<file path="src/rtl/pipeline_ctrl.sv">
// Pipeline hazard/flush/halt controller: stage stalls and clears are combinational from FSM state and inputs, and the FSM and counters update on the next edge.
// Backpressure: dmem busy stalls every stage and freezes all state except the stall counter.
module pipeline_ctrl #(
    parameter int FLUSH_CYCLES = 2,
    parameter int DRAIN_CYCLES = 4,
    parameter int CNT_W        = 32
) (
    input  logic             clk,
    input  logic             aresetn,
    input  logic             i_mem_hazard,
    input  logic             i_branch_taken,
    input  logic             i_dmem_busy,
    input  logic             i_halt_req,
    input  logic             i_resume,
    input  logic             i_cnt_clr,
    output logic             o_if_stall,
    output logic             o_id_stall,
    output logic             o_ex_stall,
    output logic             o_me_stall,
    output logic             o_id_clr,
    output logic             o_ex_clr,
    output logic             o_halted,
    output logic [CNT_W-1:0] o_stall_cnt,
    output logic [CNT_W-1:0] o_flush_cnt
);

    typedef enum logic [1:0] {RUN, FLUSH, HALTING, HALTED} state_t;

    localparam logic [2:0]       FLUSH_LOAD = 3'(FLUSH_CYCLES - 1);
    localparam logic [3:0]       DRAIN_LOAD = 4'(DRAIN_CYCLES);
    localparam logic [CNT_W-1:0] CNT_MAX    = '1;

    state_t     state_q;
    logic [2:0] flush_left_q;
    logic [3:0] drain_left_q;
    logic       halt_pend_q;
    logic       br_acc;
    logic       halt_eff;
    logic       stall_inc;

    assign br_acc    = i_branch_taken && !i_dmem_busy && (state_q == RUN || state_q == FLUSH);
    assign halt_eff  = i_halt_req || halt_pend_q;
    assign stall_inc = o_if_stall && (state_q == RUN || state_q == FLUSH);

    always_comb begin
        o_if_stall = 1'b0;
        o_id_stall = 1'b0;
        o_ex_stall = 1'b0;
        o_me_stall = 1'b0;
        o_id_clr   = 1'b0;
        o_ex_clr   = 1'b0;
        o_halted   = 1'b0;
        if (state_q == HALTED) begin
            o_if_stall = 1'b1;
            o_id_stall = 1'b1;
            o_ex_stall = 1'b1;
            o_me_stall = 1'b1;
            o_halted   = 1'b1;
        end else if (i_dmem_busy) begin
            o_if_stall = 1'b1;
            o_id_stall = 1'b1;
            o_ex_stall = 1'b1;
            o_me_stall = 1'b1;
        end else if (state_q == HALTING) begin
            // Draining: fetch frozen, bubbles fed into ID; a late branch still squashes EX.
            o_if_stall = 1'b1;
            o_id_clr   = 1'b1;
            o_ex_clr   = i_branch_taken;
        end else if (i_branch_taken) begin
            o_id_clr = 1'b1;
            o_ex_clr = 1'b1;
        end else if (state_q == FLUSH) begin
            o_id_clr = 1'b1;
        end else if (i_mem_hazard) begin
            o_if_stall = 1'b1;
            o_id_stall = 1'b1;
            o_ex_clr   = 1'b1;
        end
    end

    always_ff @(posedge clk or negedge aresetn) begin
        if (!aresetn) begin
            state_q      <= RUN;
            flush_left_q <= '0;
            drain_left_q <= '0;
            halt_pend_q  <= 1'b0;
        end else begin
            case (state_q)
                RUN: begin
                    if (i_dmem_busy) begin
                        if (i_halt_req) halt_pend_q <= 1'b1;
                    end else if (i_branch_taken) begin
                        if (FLUSH_CYCLES > 1) begin
                            state_q      <= FLUSH;
                            flush_left_q <= FLUSH_LOAD;
                            halt_pend_q  <= halt_eff;
                        end else if (halt_eff) begin
                            state_q      <= HALTING;
                            drain_left_q <= DRAIN_LOAD;
                            halt_pend_q  <= 1'b0;
                        end
                    end else if (halt_eff) begin
                        state_q      <= HALTING;
                        drain_left_q <= DRAIN_LOAD;
                        halt_pend_q  <= 1'b0;
                    end
                end
                FLUSH: begin
                    if (i_dmem_busy) begin
                        if (i_halt_req) halt_pend_q <= 1'b1;
                    end else if (i_branch_taken) begin
                        flush_left_q <= FLUSH_LOAD;
                        if (i_halt_req) halt_pend_q <= 1'b1;
                    end else if (flush_left_q == 3'd1) begin
                        flush_left_q <= '0;
                        if (halt_eff) begin
                            state_q      <= HALTING;
                            drain_left_q <= DRAIN_LOAD;
                            halt_pend_q  <= 1'b0;
                        end else begin
                            state_q <= RUN;
                        end
                    end else begin
                        flush_left_q <= flush_left_q - 3'd1;
                        if (i_halt_req) halt_pend_q <= 1'b1;
                    end
                end
                HALTING: begin
                    if (!i_dmem_busy) begin
                        if (drain_left_q == 4'd1) begin
                            drain_left_q <= '0;
                            state_q      <= HALTED;
                        end else begin
                            drain_left_q <= drain_left_q - 4'd1;
                        end
                    end
                end
                HALTED: begin
                    if (i_resume) state_q <= RUN;
                end
                default: state_q <= RUN;
            endcase
        end
    end

    // Clear wins over increment; both counters stick at all-ones.
    always_ff @(posedge clk or negedge aresetn) begin
        if (!aresetn) begin
            o_stall_cnt <= '0;
            o_flush_cnt <= '0;
        end else if (i_cnt_clr) begin
            o_stall_cnt <= '0;
            o_flush_cnt <= '0;
        end else begin
            if (stall_inc && o_stall_cnt != CNT_MAX) o_stall_cnt <= o_stall_cnt + 1'b1;
            if (br_acc && o_flush_cnt != CNT_MAX)    o_flush_cnt <= o_flush_cnt + 1'b1;
        end
    end

endmodule

</file>
<file path="config.mk">
export PLATFORM = sky130hd
export DESIGN_NAME = pipeline_ctrl
export DESIGN_NICKNAME = d
export VERILOG_FILES = /design/src/rtl/pipeline_ctrl.sv
export SDC_FILE = /design/constraint.sdc
export NUM_CORES = 1
export LEC_CHECK = 0
export CAP_MARGIN = 0
export CORE_AREA = 2 2 107 109
export DETAILED_ROUTE_END_ITERATION = 7
export DIE_AREA = 0 0 109 111
export PLACE_DENSITY = 0.64
export SETUP_SLACK_MARGIN = 0.15
export SLEW_MARGIN = 20
export SYNTH_ARGS = -nofsm -noshare
export SYNTH_HDL_FRONTEND = slang
export SYNTH_SLANG_ARGS = --single-unit
</file>
<file path="constraint.sdc">
create_clock -name clk -period 5.5 [get_ports clk]
set_input_delay 0.825 -clock clk [delete_from_list [all_inputs] [get_ports clk]]
set_output_delay 0.825 -clock clk [all_outputs]
set_load 0.1 [all_outputs]
</file>
==> run_results.csv <==
group,metric,value,unit
status,outcome,"complete, no violations",
global_route,grt_pass1_vias,3683,
place,finalWeightedCongestion,0.798,
min_path,min-delay-path-class,"in2async",
global_route,groute.usage.overall,18.8,%
synth,ys_seq_area_share,43.2,%
global_route,grtUsageMet1,27.4,%
power_and_ir_drop,ir_drop,0.000154,V
floorplan,chip_width,109,um
drt,post_drt_via_cell_ratio,5.75,
sta,final.setup.tns,0,ns
synth,ys_async_sr_fraction,100,%
critical_path,critical_path.slowest_cell,"sky130_fd_sc_hd__clkdlybuf4s50_1",
final_layout,post_layout_nonfiller_instances,684,
run,max_cap_violations,0,
critical_path,worst_setup_path_end_kind,"primary output",
sta,setup_viol_count_final,0,
sta,final.setup_skew,0.0104,ns
place,place.port_buffers,78,
clock_network,post_cts_hold_buffer_count,0,
sta,timing.final.hold_violations,0,
synth,synth_area,4280,um^2
critical_path,critPathKind,"in2out",
synth,ys_top_cells_by_count,"sky130_fd_sc_hd__dfrtp_1 (74), sky130_fd_sc_hd__nor2_1 (43), sky130_fd_sc_hd__a21oi_1 (40), sky130_fd_sc_hd__nand2_1 (29), sky130_fd_sc_hd__nand3_1 (23)",
clock_network,sink_count,74,
clock_network,cts_tree,"done",
sta,final.setup.worst_slack,1.51,ns
sta,layout_min_cycle_time,3.99,ns
place,dp_worst_setup_slack,1.51,ns
drt,drt.antenna.violating_nets,0,
critical_path,rr_endpoint,"o_flush_cnt[1]",
synth,synth.avg_cell_area,9.11,um^2
drt,first_pass_detailed_route_iteration_total,4,
floorplan,die_h,111,um
global_route,grt_pass1_wl,18400,um
clock_network,cts.reportedPaths.clkPinSlew,0.07,ns
critical_path,startpoint_of_the_lowest_slack_register_to_register_path,"o_flush_cnt[2]",
critical_path,worstPathCellList,"clkdlybuf4s50_1, nor4b_2, or3_1, clkdlybuf4s50_1",
drt,drt-total-wl,10900,um
clock_network,cts.repair.resized,0,
clock_network,cts_htree_levels,3,
floorplan,num_io_pins,79,
global_route,grt.met2_usage,28.9,%
synth,most_used_standard_cell_by_instance_count_after_synthesis,"sky130_fd_sc_hd__dfrtp_1",
clock_network,cts_buffer_count,9,
synth,synth_cell_types,56,
floorplan,design.die.area,12100,um^2
clock_network,clk_latency,0.33,ns
synth,synthesis_warnings,0,
final_layout,diodes,0,
global_route,largest_net_degree_at_the_start_of_global_routing,75,
synth,yosys.area.top_type,"sky130_fd_sc_hd__dfrtp_1",
global_route,number_of_antenna_violations_at_the_first_check_in_global_routing,0,
drt,dr_total_vias,3935,
floorplan,core.rowCount,39,
final_layout,layout.nets,550,
floorplan,floorplan.initialDensity,38.7,%
place,dp_hpwl,7450,um
synth,synth-main-ff-cell,"sky130_fd_sc_hd__dfrtp_1",
power_and_ir_drop,power.leakage,2.05,nW
critical_path,r2r_slack,2.99,ns
power_and_ir_drop,power-per-cell-area,312,nW/um^2
critical_path,critical-path-max-stage-delay,1.12,ns
critical_path,cp_data_required_time,4.68,ns
synth,synth_nets,484,
drt,drtIter0Drc,188,
clock_network,post-cts-setup-buffers,0,
synth,syn_inst,470,
drt,drt_drc_violations_left,0,
sta,slew_viol_final,0,
clock_network,cts_root_buf,"sky130_fd_sc_hd__clkbuf_16",
global_route,grt.busiest_layer,"met2",
drt,wire_per_inst,16.0,um
critical_path,rr_worst_depth,5,
clock_network,ctsLongestPathBuffers,2,
sta,fmaxAchievable,251,MHz
global_route,grt_overflow_total,0,
synth,synth_top_area_share,43.2,%
sta,timing.max_slew.rel_slack,34.4,%
sta,final.hold.worst_slack,0.458,ns
floorplan,core_region_area,11100,um^2
critical_path,crit_path_start_kind,"input pin",
sta,layout_worst_path_cycle_share,72.5,%
synth,synth_area_leaders,"sky130_fd_sc_hd__dfrtp_1 (43%), sky130_fd_sc_hd__a21oi_1 (4.7%), sky130_fd_sc_hd__nor2_1 (3.8%)",
synth,flip_flop_and_latch_count_after_synthesis,74,
global_route,global_route.usage.met3,2.94,%
critical_path,cp.arrival,3.16,ns
final_layout,post_route_cells_drive_above_1_share,6.84,%
place,numPlacedInstances,667,
sta,unrepaired_setup_endpoints_after_global_routing,"false",
sta,worst_slew_pin_slew,0.975,ns
critical_path,cpMostUsedCell,"sky130_fd_sc_hd__clkdlybuf4s50_1",
final_layout,area_grow_syn2layout,28.2,%
synth,synth-edff-count,0,
critical_path,worst-path-max-fanout,13,
[report_power, final]
part / internal [mW] / total (mW) / switching [mW]
Combinational: 0.128 / 0.447 / 0.319
Sequential: 0.583 / 0.632 / 0.0499
Clock: 0.396 / 0.631 / 0.235
Total: 1.11 / 1.71 / 0.604
[stage by stage]
step                      power [mW]  cell area [um^2]  utilization, %
after floorplan                0.988              4280               -
after global placement          1.08              5140            46.4
after detailed placement        1.09              5140            46.4
after CTS                       1.72              5460            49.3
after global routing            1.80              5490            49.6
final                           1.71              5490            49.6
[sequential cells by signal, summed over array words and instances (netlist names)]
signal / count
drain_left_q: 4
o_flush_cnt: 32
o_stall_cnt: 32
state_q: 2
halt_pend_q: 1
flush_left_q: 3
[how the worst max path moves through the flow]
stage | start | endpoint | slack (ns) | cells after the start
floorplan | state_q[0] | o_id_clr | 1.12 | 6
global placement | i_branch_taken | o_id_stall | 1.54 | 4
detailed placement | i_branch_taken | o_id_stall | 1.51 | 4
CTS | i_branch_taken | o_id_stall | 1.50 | 4
global route | i_branch_taken | o_id_stall | 1.44 | 4
finish | i_branch_taken | o_id_stall | 1.51 | 4
[worst max-delay path: cells and delay by family]
kind                   cells  cell delay, ns
buffers and inverters      2            1.73
AND/OR/NAND/NOR            2            0.59
[area by class of cell]
cell class | count | area (um^2)
fillers | 1054 | 5590
well taps | 143 | 179
clock buffers | 9 | 225
inverters | 11 | 41.3
clock inverters | 7 | 93.8
repair buffers | 82 | 821
multi-input cells | 358 | 2280
flip-flops and latches | 74 | 1850
[per-layer routing]
layer | wire length (um) | up-vias
li1 | - | 1908
met2 | 5160 | 77
met5 | 0 | -
met4 | 104 | 0
met1 | 5240 | 1940
met3 | 435 | 10
[placed cells by master (no fill, tap or decap), drive strengths merged, types with 15 or more instances in the layout]
| cell type | instances |
|---|---|
| a21oi | 40 |
| clkdlybuf4s50 | 76 |
| dfrtp | 74 |
| nand2 | 29 |
| nand3 | 23 |
| nand4 | 22 |
| nor2 | 43 |
| o21ai | 24 |
| o31ai | 15 |
| or3 | 16 |
| or4 | 18 |
| xnor2 | 17 |
[cells by family (layout without fill, tap and decap cells)]
kind of cell | after synthesis | in the layout | share of synthesized area, %
AOI/OAI and AO/OA | 111 | 111 | 16.6
and+or+nand+nor | 209 | 209 | 27.9
DFF | 74 | 74 | 43.2
buffers and inverters | 38 | 109 | 3.68
muxes | 5 | 5 | 1.26
adders and majority gates | 6 | 6 | 1.75
xor gates and xnor gates | 27 | 27 | 5.52
Note: power is estimated with default switching activity, not from simulation.
